==> config.mk <==
export PLATFORM = sky130hd
export DESIGN_NAME = dispatch_queue_flat
export DESIGN_NICKNAME = d
export VERILOG_FILES = /design/src/rtl/dispatch_queue_if.sv /design/src/rtl/dispatch_queue.sv /design/src/flat_wrapper.sv
export SDC_FILE = /design/constraint.sdc
export NUM_CORES = 1
export LEC_CHECK = 0
export ABC_CLOCK_PERIOD_IN_PS = 16390
export CORE_ASPECT_RATIO = 1.25
export CORE_MARGIN = 8
export CORE_UTILIZATION = 25
export DETAILED_ROUTE_END_ITERATION = 8
export PLACE_DENSITY = 0.57
export SETUP_SLACK_MARGIN = 0.02
export SLEW_MARGIN = 20
export SYNTH_ARGS = -nofsm -noshare
export SYNTH_HDL_FRONTEND = slang
export SYNTH_SLANG_ARGS = --single-unit
==> constraint.sdc <==
create_clock -name clk -period 16.39 [get_ports clk]
set_input_delay 2.4585 -clock clk [delete_from_list [all_inputs] [get_ports clk]]
set_output_delay 2.4585 -clock clk [all_outputs]
set_load 0.005 [all_outputs]
==> src/rtl/dispatch_queue_if.sv <==
// Bus bundle for dispatch_queue: decoder input, RF/ROB lookups, CDB snoop and
// the registered dispatch outputs toward ROB, RS and LSB.
interface dispatch_queue_if #(
  parameter int DATA_W  = 32,
  parameter int ROB_W   = 4,
  parameter int REG_W   = 5,
  parameter int OPT_W   = 6,
  parameter int NUM_CDB = 2
);
  logic                      in_valid, in_ready;
  logic [OPT_W-1:0]          in_inst_type;
  logic [REG_W-1:0]          in_rd, in_rs1, in_rs2;
  logic [DATA_W-1:0]         in_imm, in_pc;
  logic                      in_pred_jump, in_is_ls, in_is_btype;
  logic                      rob_full, rs_full, lsb_full;
  logic [ROB_W-1:0]          cur_alias_from_rob;
  logic [REG_W-1:0]          rs1_to_rf, rs2_to_rf;
  logic [DATA_W-1:0]         Vi_from_rf, Vj_from_rf;
  logic [ROB_W-1:0]          Qi_from_rf, Qj_from_rf;
  logic [ROB_W-1:0]          qi_to_rob, qj_to_rob;
  logic                      Vi_valid_from_rob, Vj_valid_from_rob;
  logic [DATA_W-1:0]         Vi_from_rob, Vj_from_rob;
  logic [NUM_CDB-1:0]        cdb_valid;
  logic [NUM_CDB*ROB_W-1:0]  cdb_alias;
  logic [NUM_CDB*DATA_W-1:0] cdb_value;
  logic                      rob_valid, rob_is_btype, rob_pred_jump;
  logic [DATA_W-1:0]         rob_pc;
  logic [REG_W-1:0]          rob_rd;
  logic [OPT_W-1:0]          rob_inst_type;
  logic                      rename_valid;
  logic [REG_W-1:0]          rename_reg;
  logic [ROB_W-1:0]          rename_alias;
  logic                      rs_valid, lsb_valid;
  logic [ROB_W-1:0]          iss_alias, iss_Qi, iss_Qj;
  logic [OPT_W-1:0]          iss_inst_type;
  logic [DATA_W-1:0]         iss_Vi, iss_Vj, iss_imm, iss_pc;

  modport slave (
    input  in_valid, in_inst_type, in_rd, in_rs1, in_rs2, in_imm, in_pc,
           in_pred_jump, in_is_ls, in_is_btype, rob_full, rs_full, lsb_full,
           cur_alias_from_rob, Vi_from_rf, Vj_from_rf, Qi_from_rf, Qj_from_rf,
           Vi_valid_from_rob, Vj_valid_from_rob, Vi_from_rob, Vj_from_rob,
           cdb_valid, cdb_alias, cdb_value,
    output in_ready, rs1_to_rf, rs2_to_rf, qi_to_rob, qj_to_rob,
           rob_valid, rob_pc, rob_rd, rob_is_btype, rob_pred_jump, rob_inst_type,
           rename_valid, rename_reg, rename_alias, rs_valid, lsb_valid,
           iss_alias, iss_inst_type, iss_Vi, iss_Vj, iss_Qi, iss_Qj, iss_imm, iss_pc
  );

  modport master (
    output in_valid, in_inst_type, in_rd, in_rs1, in_rs2, in_imm, in_pc,
           in_pred_jump, in_is_ls, in_is_btype, rob_full, rs_full, lsb_full,
           cur_alias_from_rob, Vi_from_rf, Vj_from_rf, Qi_from_rf, Qj_from_rf,
           Vi_valid_from_rob, Vj_valid_from_rob, Vi_from_rob, Vj_from_rob,
           cdb_valid, cdb_alias, cdb_value,
    input  in_ready, rs1_to_rf, rs2_to_rf, qi_to_rob, qj_to_rob,
           rob_valid, rob_pc, rob_rd, rob_is_btype, rob_pred_jump, rob_inst_type,
           rename_valid, rename_reg, rename_alias, rs_valid, lsb_valid,
           iss_alias, iss_inst_type, iss_Vi, iss_Vj, iss_Qi, iss_Qj, iss_imm, iss_pc
  );
endinterface

==> src/rtl/dispatch_queue.sv <==
// In-order single-issue dispatcher behind a DEPTH-entry FIFO; 2-cycle in_valid->rob_valid.
// Head waits on rob_full and on rs_full/lsb_full of its own unit; in_ready drops when full.
module dispatch_queue #(
  parameter int DATA_W  = 32,
  parameter int ROB_W   = 4,
  parameter int REG_W   = 5,
  parameter int OPT_W   = 6,
  parameter int DEPTH   = 4,
  parameter int NUM_CDB = 2
) (
  input  logic            clk,
  input  logic            rst,
  input  logic            rdy,
  input  logic            rollback,
  dispatch_queue_if.slave bus
);
  localparam int PW = $clog2(DEPTH);
  localparam int CW = PW + 1;

  typedef struct packed {
    logic [OPT_W-1:0]  inst_type;
    logic [REG_W-1:0]  rd;
    logic [REG_W-1:0]  rs1;
    logic [REG_W-1:0]  rs2;
    logic [DATA_W-1:0] imm;
    logic [DATA_W-1:0] pc;
    logic              pred_jump;
    logic              is_ls;
    logic              is_btype;
  } entry_t;

  typedef struct packed {
    logic [ROB_W-1:0]  q;
    logic [DATA_W-1:0] v;
  } opnd_t;

  entry_t          mem [DEPTH];
  logic [PW-1:0]   head_ptr, tail_ptr;
  logic [CW-1:0]   count;
  entry_t          head, in_entry;
  logic            accept, go, byp_i, byp_j;
  logic [ROB_W-1:0] qi_eff, qj_eff;
  opnd_t           op_i, op_j;

  // A bypass hit never takes the RF value directly: the producer is still in flight.
  function automatic opnd_t resolve(
    input logic [REG_W-1:0]          rs,
    input logic                      byp,
    input logic [ROB_W-1:0]          q_eff,
    input logic [DATA_W-1:0]         v_rf,
    input logic                      rob_hit,
    input logic [DATA_W-1:0]         v_rob,
    input logic [NUM_CDB-1:0]        c_valid,
    input logic [NUM_CDB*ROB_W-1:0]  c_alias,
    input logic [NUM_CDB*DATA_W-1:0] c_value
  );
    opnd_t             r;
    logic              cdb_hit;
    logic [DATA_W-1:0] cdb_v;
    cdb_hit = 1'b0;
    cdb_v   = '0;
    for (int i = NUM_CDB - 1; i >= 0; i--) begin
      if (c_valid[i] && c_alias[i*ROB_W +: ROB_W] == q_eff) begin
        cdb_hit = 1'b1;
        cdb_v   = c_value[i*DATA_W +: DATA_W];
      end
    end
    r.q = q_eff;
    r.v = '0;
    if (rs == '0) begin
      r.q = '0;
    end else if (!byp && q_eff == '0) begin
      r.v = v_rf;
    end else if (cdb_hit) begin
      r.q = '0;
      r.v = cdb_v;
    end else if (rob_hit) begin
      r.q = '0;
      r.v = v_rob;
    end
    return r;
  endfunction

  assign head     = mem[head_ptr];
  assign in_entry = '{inst_type: bus.in_inst_type, rd: bus.in_rd, rs1: bus.in_rs1,
                      rs2: bus.in_rs2, imm: bus.in_imm, pc: bus.in_pc,
                      pred_jump: bus.in_pred_jump, is_ls: bus.in_is_ls,
                      is_btype: bus.in_is_btype};

  assign bus.in_ready = (count < CW'(DEPTH)) & ~rollback;
  assign accept       = bus.in_valid & bus.in_ready & rdy;
  assign go = (count != '0) & rdy & ~rollback & ~bus.rob_full &
              (head.is_ls ? ~bus.lsb_full : ~bus.rs_full);

  assign byp_i  = bus.rename_valid & (bus.rename_reg == head.rs1) & (head.rs1 != '0);
  assign byp_j  = bus.rename_valid & (bus.rename_reg == head.rs2) & (head.rs2 != '0);
  assign qi_eff = (head.rs1 == '0) ? '0 : (byp_i ? bus.rename_alias : bus.Qi_from_rf);
  assign qj_eff = (head.rs2 == '0) ? '0 : (byp_j ? bus.rename_alias : bus.Qj_from_rf);

  assign bus.rs1_to_rf = head.rs1;
  assign bus.rs2_to_rf = head.rs2;
  assign bus.qi_to_rob = qi_eff;
  assign bus.qj_to_rob = qj_eff;

  assign op_i = resolve(head.rs1, byp_i, qi_eff, bus.Vi_from_rf, bus.Vi_valid_from_rob,
                        bus.Vi_from_rob, bus.cdb_valid, bus.cdb_alias, bus.cdb_value);
  assign op_j = resolve(head.rs2, byp_j, qj_eff, bus.Vj_from_rf, bus.Vj_valid_from_rob,
                        bus.Vj_from_rob, bus.cdb_valid, bus.cdb_alias, bus.cdb_value);

  always_ff @(posedge clk or posedge rst) begin
    if (rst) begin
      for (int i = 0; i < DEPTH; i++) mem[i] <= '0;
      head_ptr          <= '0;
      tail_ptr          <= '0;
      count             <= '0;
      bus.rob_valid     <= 1'b0;
      bus.rob_pc        <= '0;
      bus.rob_rd        <= '0;
      bus.rob_is_btype  <= 1'b0;
      bus.rob_pred_jump <= 1'b0;
      bus.rob_inst_type <= '0;
      bus.rename_valid  <= 1'b0;
      bus.rename_reg    <= '0;
      bus.rename_alias  <= '0;
      bus.rs_valid      <= 1'b0;
      bus.lsb_valid     <= 1'b0;
      bus.iss_alias     <= '0;
      bus.iss_inst_type <= '0;
      bus.iss_Vi        <= '0;
      bus.iss_Vj        <= '0;
      bus.iss_Qi        <= '0;
      bus.iss_Qj        <= '0;
      bus.iss_imm       <= '0;
      bus.iss_pc        <= '0;
    end else if (rollback) begin
      head_ptr         <= '0;
      tail_ptr         <= '0;
      count            <= '0;
      bus.rob_valid    <= 1'b0;
      bus.rename_valid <= 1'b0;
      bus.rs_valid     <= 1'b0;
      bus.lsb_valid    <= 1'b0;
    end else if (rdy) begin
      if (accept) begin
        mem[tail_ptr] <= in_entry;
        tail_ptr      <= tail_ptr + 1'b1;
      end
      if (go) head_ptr <= head_ptr + 1'b1;
      case ({accept, go})
        2'b10:   count <= count + 1'b1;
        2'b01:   count <= count - 1'b1;
        default: count <= count;
      endcase
      bus.rob_valid    <= go;
      bus.rs_valid     <= go & ~head.is_ls;
      bus.lsb_valid    <= go & head.is_ls;
      bus.rename_valid <= go & (head.rd != '0);
      if (go) begin
        bus.rob_pc        <= head.pc;
        bus.rob_rd        <= head.rd;
        bus.rob_is_btype  <= head.is_btype;
        bus.rob_pred_jump <= head.pred_jump;
        bus.rob_inst_type <= head.inst_type;
        bus.rename_reg    <= head.rd;
        bus.rename_alias  <= bus.cur_alias_from_rob;
        bus.iss_alias     <= bus.cur_alias_from_rob;
        bus.iss_inst_type <= head.inst_type;
        bus.iss_Vi        <= op_i.v;
        bus.iss_Vj        <= op_j.v;
        bus.iss_Qi        <= op_i.q;
        bus.iss_Qj        <= op_j.q;
        bus.iss_imm       <= head.imm;
        bus.iss_pc        <= head.pc;
      end
    end
  end
endmodule

==> src/flat_wrapper.sv <==
// flat-port wrapper written by rule: the top's interface ports become plain ports
module dispatch_queue_flat 
#(
  parameter int DATA_W  = 32,
  parameter int ROB_W   = 4,
  parameter int REG_W   = 5,
  parameter int OPT_W   = 6,
  parameter int DEPTH   = 4,
  parameter int NUM_CDB = 2
)
  (clk, rst, rdy, rollback, bus_in_valid, bus_in_inst_type, bus_in_rd, bus_in_rs1, bus_in_rs2, bus_in_imm, bus_in_pc, bus_in_pred_jump, bus_in_is_ls, bus_in_is_btype, bus_rob_full, bus_rs_full, bus_lsb_full, bus_cur_alias_from_rob, bus_Vi_from_rf, bus_Vj_from_rf, bus_Qi_from_rf, bus_Qj_from_rf, bus_Vi_valid_from_rob, bus_Vj_valid_from_rob, bus_Vi_from_rob, bus_Vj_from_rob, bus_cdb_valid, bus_cdb_alias, bus_cdb_value, bus_in_ready, bus_rs1_to_rf, bus_rs2_to_rf, bus_qi_to_rob, bus_qj_to_rob, bus_rob_valid, bus_rob_pc, bus_rob_rd, bus_rob_is_btype, bus_rob_pred_jump, bus_rob_inst_type, bus_rename_valid, bus_rename_reg, bus_rename_alias, bus_rs_valid, bus_lsb_valid, bus_iss_alias, bus_iss_inst_type, bus_iss_Vi, bus_iss_Vj, bus_iss_Qi, bus_iss_Qj, bus_iss_imm, bus_iss_pc);
  dispatch_queue_if #(.DATA_W(DATA_W), .ROB_W(ROB_W), .REG_W(REG_W), .OPT_W(OPT_W), .NUM_CDB(NUM_CDB)) bus_i ();
  input  logic clk;
  input  logic rst;
  input  logic rdy;
  input  logic rollback;
  input wire logic [$bits(bus_i.in_valid)-1:0] bus_in_valid;
  input wire logic [$bits(bus_i.in_inst_type)-1:0] bus_in_inst_type;
  input wire logic [$bits(bus_i.in_rd)-1:0] bus_in_rd;
  input wire logic [$bits(bus_i.in_rs1)-1:0] bus_in_rs1;
  input wire logic [$bits(bus_i.in_rs2)-1:0] bus_in_rs2;
  input wire logic [$bits(bus_i.in_imm)-1:0] bus_in_imm;
  input wire logic [$bits(bus_i.in_pc)-1:0] bus_in_pc;
  input wire logic [$bits(bus_i.in_pred_jump)-1:0] bus_in_pred_jump;
  input wire logic [$bits(bus_i.in_is_ls)-1:0] bus_in_is_ls;
  input wire logic [$bits(bus_i.in_is_btype)-1:0] bus_in_is_btype;
  input wire logic [$bits(bus_i.rob_full)-1:0] bus_rob_full;
  input wire logic [$bits(bus_i.rs_full)-1:0] bus_rs_full;
  input wire logic [$bits(bus_i.lsb_full)-1:0] bus_lsb_full;
  input wire logic [$bits(bus_i.cur_alias_from_rob)-1:0] bus_cur_alias_from_rob;
  input wire logic [$bits(bus_i.Vi_from_rf)-1:0] bus_Vi_from_rf;
  input wire logic [$bits(bus_i.Vj_from_rf)-1:0] bus_Vj_from_rf;
  input wire logic [$bits(bus_i.Qi_from_rf)-1:0] bus_Qi_from_rf;
  input wire logic [$bits(bus_i.Qj_from_rf)-1:0] bus_Qj_from_rf;
  input wire logic [$bits(bus_i.Vi_valid_from_rob)-1:0] bus_Vi_valid_from_rob;
  input wire logic [$bits(bus_i.Vj_valid_from_rob)-1:0] bus_Vj_valid_from_rob;
  input wire logic [$bits(bus_i.Vi_from_rob)-1:0] bus_Vi_from_rob;
  input wire logic [$bits(bus_i.Vj_from_rob)-1:0] bus_Vj_from_rob;
  input wire logic [$bits(bus_i.cdb_valid)-1:0] bus_cdb_valid;
  input wire logic [$bits(bus_i.cdb_alias)-1:0] bus_cdb_alias;
  input wire logic [$bits(bus_i.cdb_value)-1:0] bus_cdb_value;
  output wire logic [$bits(bus_i.in_ready)-1:0] bus_in_ready;
  output wire logic [$bits(bus_i.rs1_to_rf)-1:0] bus_rs1_to_rf;
  output wire logic [$bits(bus_i.rs2_to_rf)-1:0] bus_rs2_to_rf;
  output wire logic [$bits(bus_i.qi_to_rob)-1:0] bus_qi_to_rob;
  output wire logic [$bits(bus_i.qj_to_rob)-1:0] bus_qj_to_rob;
  output wire logic [$bits(bus_i.rob_valid)-1:0] bus_rob_valid;
  output wire logic [$bits(bus_i.rob_pc)-1:0] bus_rob_pc;
  output wire logic [$bits(bus_i.rob_rd)-1:0] bus_rob_rd;
  output wire logic [$bits(bus_i.rob_is_btype)-1:0] bus_rob_is_btype;
  output wire logic [$bits(bus_i.rob_pred_jump)-1:0] bus_rob_pred_jump;
  output wire logic [$bits(bus_i.rob_inst_type)-1:0] bus_rob_inst_type;
  output wire logic [$bits(bus_i.rename_valid)-1:0] bus_rename_valid;
  output wire logic [$bits(bus_i.rename_reg)-1:0] bus_rename_reg;
  output wire logic [$bits(bus_i.rename_alias)-1:0] bus_rename_alias;
  output wire logic [$bits(bus_i.rs_valid)-1:0] bus_rs_valid;
  output wire logic [$bits(bus_i.lsb_valid)-1:0] bus_lsb_valid;
  output wire logic [$bits(bus_i.iss_alias)-1:0] bus_iss_alias;
  output wire logic [$bits(bus_i.iss_inst_type)-1:0] bus_iss_inst_type;
  output wire logic [$bits(bus_i.iss_Vi)-1:0] bus_iss_Vi;
  output wire logic [$bits(bus_i.iss_Vj)-1:0] bus_iss_Vj;
  output wire logic [$bits(bus_i.iss_Qi)-1:0] bus_iss_Qi;
  output wire logic [$bits(bus_i.iss_Qj)-1:0] bus_iss_Qj;
  output wire logic [$bits(bus_i.iss_imm)-1:0] bus_iss_imm;
  output wire logic [$bits(bus_i.iss_pc)-1:0] bus_iss_pc;
  assign bus_i.in_valid = bus_in_valid;
  assign bus_i.in_inst_type = bus_in_inst_type;
  assign bus_i.in_rd = bus_in_rd;
  assign bus_i.in_rs1 = bus_in_rs1;
  assign bus_i.in_rs2 = bus_in_rs2;
  assign bus_i.in_imm = bus_in_imm;
  assign bus_i.in_pc = bus_in_pc;
  assign bus_i.in_pred_jump = bus_in_pred_jump;
  assign bus_i.in_is_ls = bus_in_is_ls;
  assign bus_i.in_is_btype = bus_in_is_btype;
  assign bus_i.rob_full = bus_rob_full;
  assign bus_i.rs_full = bus_rs_full;
  assign bus_i.lsb_full = bus_lsb_full;
  assign bus_i.cur_alias_from_rob = bus_cur_alias_from_rob;
  assign bus_i.Vi_from_rf = bus_Vi_from_rf;
  assign bus_i.Vj_from_rf = bus_Vj_from_rf;
  assign bus_i.Qi_from_rf = bus_Qi_from_rf;
  assign bus_i.Qj_from_rf = bus_Qj_from_rf;
  assign bus_i.Vi_valid_from_rob = bus_Vi_valid_from_rob;
  assign bus_i.Vj_valid_from_rob = bus_Vj_valid_from_rob;
  assign bus_i.Vi_from_rob = bus_Vi_from_rob;
  assign bus_i.Vj_from_rob = bus_Vj_from_rob;
  assign bus_i.cdb_valid = bus_cdb_valid;
  assign bus_i.cdb_alias = bus_cdb_alias;
  assign bus_i.cdb_value = bus_cdb_value;
  assign bus_in_ready = bus_i.in_ready;
  assign bus_rs1_to_rf = bus_i.rs1_to_rf;
  assign bus_rs2_to_rf = bus_i.rs2_to_rf;
  assign bus_qi_to_rob = bus_i.qi_to_rob;
  assign bus_qj_to_rob = bus_i.qj_to_rob;
  assign bus_rob_valid = bus_i.rob_valid;
  assign bus_rob_pc = bus_i.rob_pc;
  assign bus_rob_rd = bus_i.rob_rd;
  assign bus_rob_is_btype = bus_i.rob_is_btype;
  assign bus_rob_pred_jump = bus_i.rob_pred_jump;
  assign bus_rob_inst_type = bus_i.rob_inst_type;
  assign bus_rename_valid = bus_i.rename_valid;
  assign bus_rename_reg = bus_i.rename_reg;
  assign bus_rename_alias = bus_i.rename_alias;
  assign bus_rs_valid = bus_i.rs_valid;
  assign bus_lsb_valid = bus_i.lsb_valid;
  assign bus_iss_alias = bus_i.iss_alias;
  assign bus_iss_inst_type = bus_i.iss_inst_type;
  assign bus_iss_Vi = bus_i.iss_Vi;
  assign bus_iss_Vj = bus_i.iss_Vj;
  assign bus_iss_Qi = bus_i.iss_Qi;
  assign bus_iss_Qj = bus_i.iss_Qj;
  assign bus_iss_imm = bus_i.iss_imm;
  assign bus_iss_pc = bus_i.iss_pc;
  dispatch_queue #(.DATA_W(DATA_W), .ROB_W(ROB_W), .REG_W(REG_W), .OPT_W(OPT_W), .DEPTH(DEPTH), .NUM_CDB(NUM_CDB)) u_core (.clk(clk), .rst(rst), .rdy(rdy), .rollback(rollback), .bus(bus_i));
endmodule
Yosys cells after proc, flatten, opt, wreduce, memory -nomap -nowiden
Cells that the tools add are included.
{ "totals": {"latchBits": 0, "memories": 0, "ram_bits": 0, "mem_bits_ro": 0, "in_bits": 312, "output_inout_bits": 223, "reg_bits": 516} }
{ "op_classes": {"bitwise": 21, "div_mod_pow": 0, "shifts": 0, "addsub": 4, "multipliers": 0, "mux": 48, "magnitude_cmp": 4, "reduce_logical": 26, "n_eq_ne": 8} }
{ "op_table": {"columns": ["operator", "count"], "rows": [
  ["$bwmux W352", 1],
  ["$mux W88", 3],
  ["$mux W32", 8],
  ["$bmux W88 S2", 1],
  ["$demux W88 S2", 1],
  ["$mux W36", 4],
  ["$mux W4", 8],
  ["$eq A4 B4 Y1", 4],
  ["$reduce_bool A5 Y1", 3],
  ["$and A1 B1 Y1", 14],
  ["$mux W1", 13],
  ["$mux W2", 6],
  ["$eq A5 B5 Y1", 2],
  ["$logic_not A5 Y1", 2],
  ["$logic_not A4 Y1", 2],
  ["$logic_and A1 B1 Y1", 7],
  ["$ge A3 B3 Y1 const B", 2],
  ["$mux W3", 2],
  ["$not A2 Y3", 2],
  ["$pmux W3 S2", 1],
  ["$reduce_and A2 Y1", 3],
  ["$reduce_and A3 Y1", 2],
  ["$reduce_bool A2 Y1", 3],
  ["$reduce_bool A3 Y1", 2],
  ["9 further kinds", 15]
]} }

Depth between registers and ports, before layout
Gate-level depths: netlist (run 1).
{ "logic_depth": {"ltp_word": 16, "mapped_depth": 14, "depth_no_buf": 9} }

Least setup slack after synthesis (run 1)
No wires, ideal clock.
{ "synth_path": {"kind": "in2out", "startpoint": "input bus_Qj_from_rf[0]", "endpoint": "output bus_qj_to_rob[0]", "t_arrival_ps": 2937, "cell_stages": 3, "required_time_ps": 13931, "setup_slack_ps": 10994, "n_path_buf": 0, "cell_sequence": "o21ai_0 -> a21oi_1 -> or2_2"} }
{ "synth_between": {"elab_chain_cells": 2} }
{ "synth_rtl": {"columns": ["element", "line_no", "source"], "rows": [
  ["from (decl)", "flat_wrapper.sv:34", "input wire logic [$bits(bus_i.Qj_from_rf)-1:0] bus_Qj_from_rf;"],
  ["$mux W4 (2 in series)", "dispatch_queue.sv:98", "assign qj_eff = (head.rs2 == '0) ? '0 : (byp_j ? bus.rename_alias : bus.Qj_from_rf);"],
  ["to (decl)", "flat_wrapper.sv:46", "output wire logic [$bits(bus_i.qj_to_rob)-1:0] bus_qj_to_rob;"]
]} }
No other way between the ends.

Worst setup path in the final report (run 1)
{ "layout_path": {"startpoint": "register u_core.head_ptr[0]", "endpoint": "output bus_qj_to_rob[0]"} }
{ "layout_between": {"elab_chain_cells": 9, "word_cells_on_any_way": 11} }
{ "layout_rtl": {"columns": ["element", "line_no", "source"], "rows": [
  ["from (decl)", "dispatch_queue.sv:38", "logic [PW-1:0] head_ptr, tail_ptr;"],
  ["from (signal assigned)", "dispatch_queue.sv:148", "if (go) head_ptr <= head_ptr + 1'b1;"],
  ["$not A2 Y3 (implied by the code) *", "dispatch_queue.sv:84", "assign head = mem[head_ptr];"],
  ["$bmux W88 S2 *", "dispatch_queue.sv:84", null],
  ["$mux W88 (implied by the code) * (2 in series)", "dispatch_queue.sv:84", null],
  ["$eq A5 B5 Y1", "dispatch_queue.sv:96", "assign byp_j = bus.rename_valid & (bus.rename_reg == head.rs2) & (head.rs2 != '0);"],
  ["$and A1 B1 Y1 (2 in series)", "dispatch_queue.sv:96", null],
  ["$mux W4", "dispatch_queue.sv:98", null],
  ["$mux W4 *", "dispatch_queue.sv:98", null]
]} }
Mark *: on every way between the ends. The rest lies on a longest branch, timed or not. The select of a mux whose other input is x is not followed.

==> results of run 1 <==
[synth_stat cells (all sizes together) (4+ instances only)]
library cell and instances:
a21oi 16, a221o 34, a22oi 31, a31oi 34, and4 4, buf 115
clkbuf 73, dfrtp 516, ha 4, inv 52, mux2 460, mux2i 47
mux4 88, nand2 113, nand2b 5, nand3 22, nand4 5, nor2 20
nor2b 33, nor3 4, nor4 33, o211ai 20, o21a 4, o21ai 44
o221ai 14, or4 5, xnor2 18
[registers in the layout, indices dropped and copies added (netlist names), 3 cells and up]
name,count
u_core.mem,352
u_core.bus.iss_Qi,4
u_core.bus.rob_rd,5
u_core.bus.iss_alias,4
u_core.bus.iss_Vj,32
u_core.bus.iss_Vi,32
u_core.bus.iss_pc,32
u_core.bus.iss_Qj,4
u_core.bus.iss_imm,32
u_core.count,3
u_core.bus.rob_inst_type,6
[power by group]
part | leakage, nW | total [mW] | internal [mW] | switching, mW
registers | 6.74 | 1.75 | 1.56 | 0.197
clock network | 0.975 | 1.34 | 0.790 | 0.554
logic | 6.54 | 1.06 | 0.673 | 0.387
total | 14.3 | 4.16 | 3.02 | 1.14
[placed cells by master (no fill, tap or decap), drive strengths merged, types with 4 or more instances in the layout]
master,instances
ha,4
clkinv,16
nand3,22
mux2i,47
and4,4
buf,34
xnor2,18
dfrtp,516
o21ai,44
a221o,34
clkinvlp,7
inv,53
nand2b,5
nor2b,33
a22oi,31
nor4,33
mux2,460
o221ai,14
clkbuf,76
nand4,5
o21a,4
nor3,4
nand2,113
o211ai,20
mux4,88
bufinv,5
clkdlybuf4s50,534
or4,5
nor2,20
a21oi,16
a31oi,34
diode,4
[final timing paths]
check	cells after the start	endpoint	from	slack, ns
worst max-delay path	7	bus_qj_to_rob[0]	u_core.head_ptr[0]$_DFFE_PP0P_	9.01
worst min-delay path	2	u_core.bus.iss_imm[13]$_DFFE_PP0P_	u_core.bus.iss_imm[13]$_DFFE_PP0P_	0.48
worst max register to register	12	u_core.bus.iss_Vi[13]$_DFFE_PP0P_	u_core.head_ptr[0]$_DFFE_PP0P_	10.85
worst min register to register	2	u_core.bus.iss_imm[13]$_DFFE_PP0P_	u_core.bus.iss_imm[13]$_DFFE_PP0P_	0.48
max in group asynchronous	5	u_core.mem[277]$_DFFE_PP0P_	rst	11.51
min in group asynchronous	3	u_core.bus.iss_Qi[0]$_DFFE_PP0P_	rst	2.48
[critical path, delay by kind of cell (launching register included)]
| family | cells | cell delay [ns] |
|---|---|---|
| muxes | 1 | 0.64 |
| buffers and inverters | 2 | 1.29 |
| and+or+nand+nor | 4 | 1.57 |
| DFF | 1 | 0.79 |
[metrics by stage]
stage,power (mW),utilization [%],hold WS (ns),cell area [um^2]
2_1_floorplan,2.245,-,0.4698,24690
3_3_place_gp,2.818,31.58,0.4735,31090
3_5_place_dp,2.855,31.61,0.4705,31120
4_1_cts,4.236,33.64,0.4847,33120
5_1_grt,4.374,33.67,0.5064,33150
6_report,4.158,33.68,0.4812,33160
[metal layers]
metal,global-route usage (%),wire (um),up-vias
li1,-,-,7591
met1,17.61,33760,8993
met2,28.96,46130,635
met3,4.405,6242,146
met4,4.704,2693,18
met5,0,115,-
[kinds of logic after synthesis]
logic type                 synth area share [%]
adders and majority gates                0.2838
and+or+nand+nor                           5.225
DFF                                       52.30
AOI/OAI and AO/OA                         5.828
xor gates and xnor gates                 0.7450
muxes                                     30.91
buffers and inverters                     4.708
[final cells by class]
| class | count | area share, % |
|---|---|---|
| timing repair buffer | 568 | 17.13 |
| antenna | 4 | 0.03018 |
| sequential | 516 | 38.96 |
| tap | 1310 | 4.943 |
| clock buffer | 76 | 4.969 |
| clock inverter | 29 | 1.072 |
| multi-input combinational | 1081 | 32.29 |
| inverter | 52 | 0.5999 |
==> reports/results.txt, run 1 <==
Core Box Area = 0.09846 mm^2
CP Data Required Time = 13.93 ns
Starting DRT DRC Count = 795
Fin nets = 2593
Status = finished, final reports clean
Number of vias per cell = 4.781
Buffers on Ports = 534
Avg Synthesized Cell Area = 13.44 um^2
Share of layout cells above drive strength 1 = 30.36%
CTS sink cnt = 516
Peak VDD IR = 0.08730 mV
Seq/Total Area, Yosys = 52.30%
Die Y-Extent = 367.4 um
Pwr dens = 125.4 mW/mm^2
Top-area cell type share of the netlist area = 52.30%
Postcts setup bufs = 0
Worst Max-Slew Pin Slew = 1.027 ns
RSZ-0062 raised after global routing = false
Tot GR Track Use = 15.77%
Post-synthesis async set-or-reset flop share = 100.0%
Final ANT Viol Nets = 0
Die width = 297.1 um
Initial antenna violation count = 18
Top FF cell, synth = dfrtp_1
Synth area leaders = dfrtp_1, mux2_2, mux4_2
Warnings, synthesis = 0
Final hold violation count = 0
CTS Hold Bufs = 0
Largest net degree at the start of global routing = 176
DR pass1 iterations = 6
Register area = 0.01292 mm^2
Via count = 17383
Multi-input logic area = 0.01071 mm^2
Post-Synthesis Cells = 1837
Tcrit/Tclk final = 45.05%
First-pass GRT wire length = 133000 um
Std cell rows = 129
Netlist cell types = 48
Worst-Skew Late Latency = 0.62 ns
Final setup vio count = 0
Post-synth EDFFs = 0
Crit Path Category = flip-flop to primary output
CTS tree = yes
Worst hold path type = flip-flop to flip-flop
Number of global-route vias before repair = 19458
Hpwl dp = 63790 um
Area leader, netlist = dfrtp_1
Slowest cell on the critical path = dfrtp_4
Filler cells = 9735
Dpl cells = 3526
GP Congestion = 0.9128
Clk buf depth = 3
Root buffer cell = clkbuf_16
Worst Path Arrival = 4.93 ns
Fin worst setup slack = 9.006 ns
Worst setup SP type = flip-flop
Fmax = 0.1354 GHz
Pre-CTS WS = 9.460 ns
Max Slew Vio Count = 0
DRC violations left = 0
Routed WL = 88940 um
Cell Count, Final, Fillers Out = 3636
Reg clk slew, reported paths = 0.06 ns
Leak = 14.26 nW
Post-Synthesis Cell Area = 0.02469 mm^2
CP Cell Sequence = buf_4, mux4_2, or4_1, or2_0, and4_4, or2_2, clkdlybuf4s50_1
Routed WL per cell = 24.46 um
Fin Clk Skew = 0.01837 ns
Starting density of the core = 25.08%
GRT overflow = 0
CP Capture Type = primary output
Layout area overhead = 34.31%
Fin crit period = 7.384 ns
Post-cts sizing count = 0
Max cap viols = 0
FF+latch count, synth = 516
Die Area = 0.1091 mm^2
Ports = 535
Sum Neg Setup Slack = 0 ns
Synthesized net count = 2154
CTS H-tree lvls = 2
Worst stage delay on the critical path = 0.79 ns
Max_slew headroom = 31.55%
Number of buffers created by CTS = 57
Crit Path Max Fanout = 32
(Power assumes the default switching activity.)
==> run 2: changes to the inputs <==
--- a/config.mk
+++ b/config.mk
@@ -5,12 +5,12 @@
 export SDC_FILE = /design/constraint.sdc
 export NUM_CORES = 1
 export LEC_CHECK = 0
-export ABC_CLOCK_PERIOD_IN_PS = 16390
+export ABC_CLOCK_PERIOD_IN_PS = 7300
 export CORE_ASPECT_RATIO = 1.25
 export CORE_MARGIN = 8
 export CORE_UTILIZATION = 25
 export DETAILED_ROUTE_END_ITERATION = 8
-export PLACE_DENSITY = 0.57
+export PLACE_DENSITY = 0.55
 export SETUP_SLACK_MARGIN = 0.02
 export SLEW_MARGIN = 20
 export SYNTH_ARGS = -nofsm -noshare
==> constraint.sdc (replaced) <==
create_clock -name clk -period 7.3 [get_ports clk]
set_input_delay 1.095 -clock clk [delete_from_list [all_inputs] [get_ports clk]]
set_output_delay 1.095 -clock clk [all_outputs]
set_load 0.005 [all_outputs]
==> run 2 against run 1 <==
Against the previous run:
- sequential power up 120%
- global-route usage rose by 0.082 points
- combinational power grew 120%
- highest routed layer unchanged
==> reports/results.txt, run 2 (synthesis results as in run 1) <==
Reg clk slew, reported paths = 0.06 ns (about the same)
Post-cts sizing count = 0 (unchanged)
Global Route met2 Usage = 28.30% (was 28.96%)
Ports = 535 (unchanged)
Crit Path Max Fanout = 28 (was 32)
Std cell rows = 129 (unchanged)
Commonest cells after routing, fill and taps aside = clkdlybuf4s50_1, dfrtp_1, mux2_2, nand2_1, mux4_2 (unchanged)
Leak = 14.21 nW (was 14.26 nW)
GP Congestion = 0.9227 (was 0.9128)
Routed WL = 89640 um (was 88940 um)
Starting density of the core = 25.08% (unchanged)
CP Capture Type = primary output (unchanged)
GRT overflow = 0 (unchanged)
Status = finished, final reports clean (unchanged)
Clk buf depth = 3 (unchanged)
Layout area overhead = 33.96% (was 34.31%)
Fin Clk Skew = 0.01832 ns (was 0.01837 ns)
RSZ-0062 raised after global routing = false (unchanged)
CTS tree = yes (unchanged)
CP Cell Sequence = mux4_2, xnor2_1, nand4_1, nor3_2, mux2i_1, clkdlybuf4s50_1 (was buf_4, mux4_2, or4_1, or2_0, and4_4, or2_2, clkdlybuf4s50_1)
Final setup vio count = 0 (unchanged)
Number of global-route vias before repair = 19305 (was 19458)
Final ANT Viol Nets = 0 (unchanged)
Filler cells = 9675 (was 9735)
GRT met3 Usage = 4.529% (was 4.405%)
Fmax = 0.1879 GHz
Worst stage delay on the critical path = 0.85 ns (was 0.79 ns)
Initial antenna violation count = 14 (was 18)
Sum Neg Setup Slack = 0 ns (unchanged)
Top Usage Layer GRT = met2 (unchanged)
Fin crit period = 5.322 ns
Pwr dens = 279.7 mW/mm^2 (was 125.4 mW/mm^2)
Tot GR Track Use = 15.85% (was 15.77%)
Grt met1 use = 18.38% (was 17.61%)
Largest register by flop count = u_core.mem (unchanged)
Slowest cell on the critical path = dfrtp_4 (unchanged)
CTS Hold Bufs = 0 (unchanged)
Buffers on Ports = 534 (unchanged)
Core Box Area = 0.09846 mm^2 (unchanged)
DR pass1 iterations = 5 (was 6)
Largest register FFs = 352 (unchanged)
CTS H-tree lvls = 2 (unchanged)
Worst setup SP type = flip-flop (unchanged)
DRC violations left = 0 (unchanged)
Core Util, Final = 33.59% (was 33.68%)
Final hold violation count = 0 (unchanged)
First-pass GRT wire length = 131900 um (was 133000 um)
Worst hold path type = flip-flop to flip-flop (unchanged)
Fin nets = 2593 (unchanged)
Starting DRT DRC Count = 919 (was 795)
Max cap viols = 0 (unchanged)
CTS sink cnt = 516 (unchanged)
Worst Path Arrival = 4.23 ns (was 4.93 ns)
Via count = 17447 (was 17383)
Number of buffers created by CTS = 58 (was 57)
Die width = 297.1 um (unchanged)
Worst-Skew Late Latency = 0.63 ns (was 0.62 ns)
Fin worst setup slack = 1.978 ns (was 9.006 ns)
Largest net degree at the start of global routing = 183 (was 176)
Peak VDD IR = 0.1880 mV (was 0.08730 mV)
Commonest non-fill, non-tap cell in the layout = clkdlybuf4s50_1 (unchanged)
Worst Max-Slew Pin Slew = 1.157 ns (was 1.027 ns)
Number of vias per cell = 4.798 (was 4.781)
CP Data Required Time = 6.20 ns (was 13.93 ns)
Share of layout cells above drive strength 1 = 30.07% (was 30.36%)
Max Slew Vio Count = 0 (unchanged)
Die Area = 0.1091 mm^2 (unchanged)
Postcts setup bufs = 0 (unchanged)
Max_slew headroom = 22.82% (was 31.55%)
Crit Path Category = flip-flop to primary output (unchanged)
Hpwl dp = 62830 um (was 63790 um)
Tcrit/Tclk final = 72.90%
Pre-CTS WS = 2.033 ns (was 9.460 ns)
Die Y-Extent = 367.4 um (unchanged)
Routed WL per cell = 24.65 um (was 24.46 um)
Root buffer cell = clkbuf_16 (unchanged)
run 2: changes by cell type in the layout (fill, tap and decap cells not counted), moves of 3 or more:
| cell | delta |
|---|---|
| clkinv_2 | -4 |
| clkbuf_1 | +7 |
| clkinv_4 | -3 |
| bufinv_16 | -3 |
| inv_6 | +4 |
run 2: layout make-up:
| type | instances | area [um^2] | share of cell area, % |
|---|---|---|---|
| Multi-Input combinational cell | 1081 | 10710 | 32.38 |
| Clock inverter | 20 | 210.2 | 0.6355 |
| Inverter | 52 | 198.9 | 0.6015 |
| Tap cell | 1310 | 1639 | 4.956 |
| Antenna cell | 5 | 12.51 | 0.03783 |
| Clock buffer | 85 | 1713 | 5.179 |
| Sequential cell | 516 | 12920 | 39.06 |
| Timing Repair Buffer | 567 | 5670 | 17.14 |
run 2: report_power, final:
group,internal [mW],switching [mW],leakage [nW]
sequential,3.49,0.429,6.74
combinational,1.51,0.866,6.53
clock,1.70,1.25,0.933
run 2: layer usage:
layer,vias to the layer above,share of wire (%)
met5,-,0.10
met4,14,2.6
met3,139,7.1
met2,671,51
met1,9031,40
li1,7592,-
run 2: final timing paths:
kind | from | endpoint | depth (start not counted) | slack (ns)
worst max-delay path | u_core.head_ptr[0]$_DFFE_PP0P_ | bus_qi_to_rob[3] | 6 | 1.98
worst min-delay path | u_core.bus.iss_imm[13]$_DFFE_PP0P_ | u_core.bus.iss_imm[13]$_DFFE_PP0P_ | 2 | 0.49
worst max register to register | u_core.head_ptr[0]$_DFFE_PP0P_ | u_core.bus.iss_Vi[14]$_DFFE_PP0P_ | 9 | 2.06
worst min register to register | u_core.bus.iss_imm[13]$_DFFE_PP0P_ | u_core.bus.iss_imm[13]$_DFFE_PP0P_ | 2 | 0.49
max in group asynchronous | rst | u_core.mem[240]$_DFFE_PP0P_ | 6 | 4.64
min in group asynchronous | rst | u_core.bus.iss_imm[2]$_DFFE_PP0P_ | 2 | 0.82
run 2: metrics by stage:
stage / hold WS (ns) / std cells / power (mW) / instance area [um^2]
final: 0.4851 / 3636 / 9.251 / 33070
after global routing: 0.5050 / 3634 / 9.730 / 33070
after CTS: 0.4879 / 3628 / 9.417 / 32990
after detailed placement: 0.4658 / 3523 / 6.384 / 31060
after global placement: 0.4633 / 3523 / 6.298 / 31060
after floorplan: 0.4698 / 1837 / 5.039 / 24690
run 2: critical path, delay by kind of cell (launching register included):
| family | cells | cell delay [ns] |
|---|---|---|
| xor gates and xnor gates | 1 | 0.16 |
| muxes | 2 | 1.28 |
| DFF | 1 | 0.85 |
| buffers and inverters | 1 | 0.69 |
| and+or+nand+nor | 2 | 0.60 |
==> run 3: changes to the inputs <==
--- a/config.mk
+++ b/config.mk
@@ -5,12 +5,12 @@
 export SDC_FILE = /design/constraint.sdc
 export NUM_CORES = 1
 export LEC_CHECK = 0
-export ABC_CLOCK_PERIOD_IN_PS = 7300
+export ABC_CLOCK_PERIOD_IN_PS = 4400
 export CORE_ASPECT_RATIO = 1.25
 export CORE_MARGIN = 8
 export CORE_UTILIZATION = 25
 export DETAILED_ROUTE_END_ITERATION = 8
-export PLACE_DENSITY = 0.55
+export PLACE_DENSITY = 0.57
 export SETUP_SLACK_MARGIN = 0.02
 export SLEW_MARGIN = 20
 export SYNTH_ARGS = -nofsm -noshare
==> constraint.sdc (replaced) <==
create_clock -name clk -period 4.4 [get_ports clk]
set_input_delay 0.66 -clock clk [delete_from_list [all_inputs] [get_ports clk]]
set_output_delay 0.66 -clock clk [all_outputs]
set_load 0.005 [all_outputs]
==> run 3 against run 2 <==
Against the previous run:
- clock power is 62% higher
- cell area increased by 1.3%
- clock skew increased by 0.010 ns
- first-iteration DRC count shrank 12%
- flip-flop and latch count stayed put
- register-to-register slack worse by 1.7 ns
==> reports/results.txt, run 3 (synthesis results as in run 1) <==
Worst-Skew Late Latency = 0.62 ns (was 0.63 ns)
Reg clk slew, reported paths = 0.06 ns (about the same)
Worst Path Arrival = 3.61 ns (was 4.23 ns)
Post-route cell area = 0.03350 mm^2 (was 0.03307 mm^2)
Buf+Inv Stages, Crit Path = 3 (was 1)
Fin crit period = 4.270 ns
Worst path top cell family by delay = buffers and inverters (was multiplexers)
Core Box Area = 0.09846 mm^2 (unchanged)
DRC violations left = 0 (unchanged)
CTS tree = yes (unchanged)
Fmax = 0.2342 GHz
Reg2Reg Setup Slack = 0.41 ns (was 2.06 ns)
Max_slew headroom = 33.43% (was 22.82%)
Buffers on Ports = 534 (unchanged)
Starting density of the core = 25.08% (unchanged)
Clk buf depth = 3 (unchanged)
GP Congestion = 0.9419 (was 0.9227)
Peak VDD IR = 0.2847 mV (was 0.1880 mV)
Initial antenna violation count = 9 (was 14)
Largest register FFs = 352 (unchanged)
Slowest cell on the critical path = clkdlybuf4s50_1 (was dfrtp_4)
CP Cell Sequence = buf_6, mux4_2, xor2_1, nor3_2, buf_4, mux2i_1, clkdlybuf4s50_1 (was mux4_2, xnor2_1, nand4_1, nor3_2, mux2i_1, clkdlybuf4s50_1)
Tcrit/Tclk final = 97.04%
Worst hold path type = primary input to asynchronous set/reset pin (was flip-flop to flip-flop)
Number of vias per cell = 4.824 (was 4.798)
Pwr dens = 458.8 mW/mm^2 (was 279.7 mW/mm^2)
Fin nets = 2625 (was 2593)
GRT overflow = 0 (unchanged)
Number of global-route vias before repair = 19842 (was 19305)
RSZ-0062 raised after global routing = true (was false)
DR pass1 iterations = 5 (unchanged)
Worst stage delay on the critical path = 0.67 ns (was 0.85 ns)
Leak = 14.45 nW (was 14.21 nW)
Largest net degree at the start of global routing = 115 (was 183)
Via count = 17701 (was 17447)
Die width = 297.1 um (unchanged)
Share of layout cells above drive strength 1 = 31.01% (was 30.07%)
Worst setup SP type = flip-flop (unchanged)
Layout area overhead = 35.67% (was 33.96%)
Final ANT Viol Nets = 0 (unchanged)
CTS H-tree lvls = 2 (unchanged)
Routed WL per cell = 25.04 um (was 24.65 um)
Dpl cell area = 0.03150 mm^2 (was 0.03106 mm^2)
First-pass GRT wire length = 136200 um (was 131900 um)
CP Capture Type = primary output (unchanged)
Std cell rows = 129 (unchanged)
CTS Hold Bufs = 0 (unchanged)
Max Slew Vio Count = 0 (unchanged)
Final setup vio count = 0 (unchanged)
Hpwl dp = 67600 um (was 62830 um)
Routed WL = 91870 um (was 89640 um)
Ports = 535 (unchanged)
Overall Power = 15.37 mW (was 9.251 mW)
Crit Path Max Fanout = 22 (was 28)
Commonest non-fill, non-tap cell in the layout = clkdlybuf4s50_1 (unchanged)
Largest register by flop count = u_core.mem (unchanged)
CTS sink cnt = 516 (unchanged)
Final hold violation count = 0 (unchanged)
Worst Max-Slew Pin Slew = 0.9986 ns (was 1.157 ns)
Die Area = 0.1091 mm^2 (unchanged)
Status = finished, final reports clean (unchanged)
Crit Path Category = flip-flop to primary output (unchanged)
Starting DRT DRC Count = 813 (was 919)
Die Y-Extent = 367.4 um (unchanged)
Root buffer cell = clkbuf_16 (unchanged)
Tot GR Track Use = 16.27% (was 15.85%)
Max cap viols = 0 (unchanged)
Fin Clk Skew = 0.02839 ns (was 0.01832 ns)
Number of buffers created by CTS = 56 (was 58)
CP Data Required Time = 3.74 ns (was 6.20 ns)
Commonest cells after routing, fill and taps aside = clkdlybuf4s50_1, dfrtp_1, mux2_2, nand2_1, mux4_2 (unchanged)
[run 3: final timing paths]
path,from,to,depth (start not counted)
max,u_core.head_ptr[1]$_DFFE_PP0P_,bus_qi_to_rob[2],7
min reg2reg,u_core.mem[136]$_DFFE_PP0P_,u_core.mem[136]$_DFFE_PP0P_,1
min in group clk,u_core.mem[136]$_DFFE_PP0P_,u_core.mem[136]$_DFFE_PP0P_,1
max in group asynchronous,rst,u_core.head_ptr[0]$_DFFE_PP0P_,4
max reg2reg,u_core.head_ptr[0]$_DFFE_PP0P_,u_core.bus.iss_Vj[31]$_DFFE_PP0P_,12
min,rst,u_core.mem[335]$_DFFE_PP0P_,2
[run 3: where the power goes]
group	internal, mW	switching, mW
clock	2.79	2.00
sequential	5.80	0.754
combinational	2.54	1.49
[run 3: through the flow]
stage,setup slack [ns],setup TNS [ns],utilization [%],std cells,hold WS (ns)
global placement,-0.001377,-0.001377,32.00,3552,0.4699
global route,0.003275,0,34.02,3668,0.4440
CTS,0.04853,0,33.95,3660,0.4098
floorplan,-3.268,-1686.43,-,1837,0.4698
detailed placement,-0.09406,-0.09406,32.00,3552,0.4766
finish,0.1304,0,34.02,3669,0.4347
[run 3: repair_timing]
item	4_1_cts	5_1_grt
setup endpoints to repair	12	11
gates cloned	0	0
setup buffers	4	3
resized for setup	5	0
pin swaps	1	1
endpoints found under the hold margin	0	0
[run 3: cell type report]
type,instances,area (um^2)
clock inverter,20,214.0
fill,9568,64960
inverter,52,198.9
multi-input combinational,1081,10720
tap,1310,1639
sequential,516,12920
antenna,5,12.51
timing repair buffer,601,6132
clock buffer,84,1659
[run 3: worst register-to-register path, delay by kind of cell, from the launching register on]
family | cells | cell delay [ns]
compound gates | 2 | 0.34
xor+xnor | 1 | 0.20
buf+inv | 3 | 0.61
flops | 1 | 0.54
mux | 1 | 0.58
simple gates | 5 | 1.60
[run 3: routing by layer]
| metal | up-vias | track usage [%] | wire (um) |
|---|---|---|---|
| met5 | - | 0 | 36 |
| met4 | 6 | 6.725 | 3955 |
| met3 | 150 | 3.651 | 5266 |
| met2 | 651 | 29.31 | 47270 |
| met1 | 9227 | 18.45 | 35340 |
| li1 | 7667 | - | - |
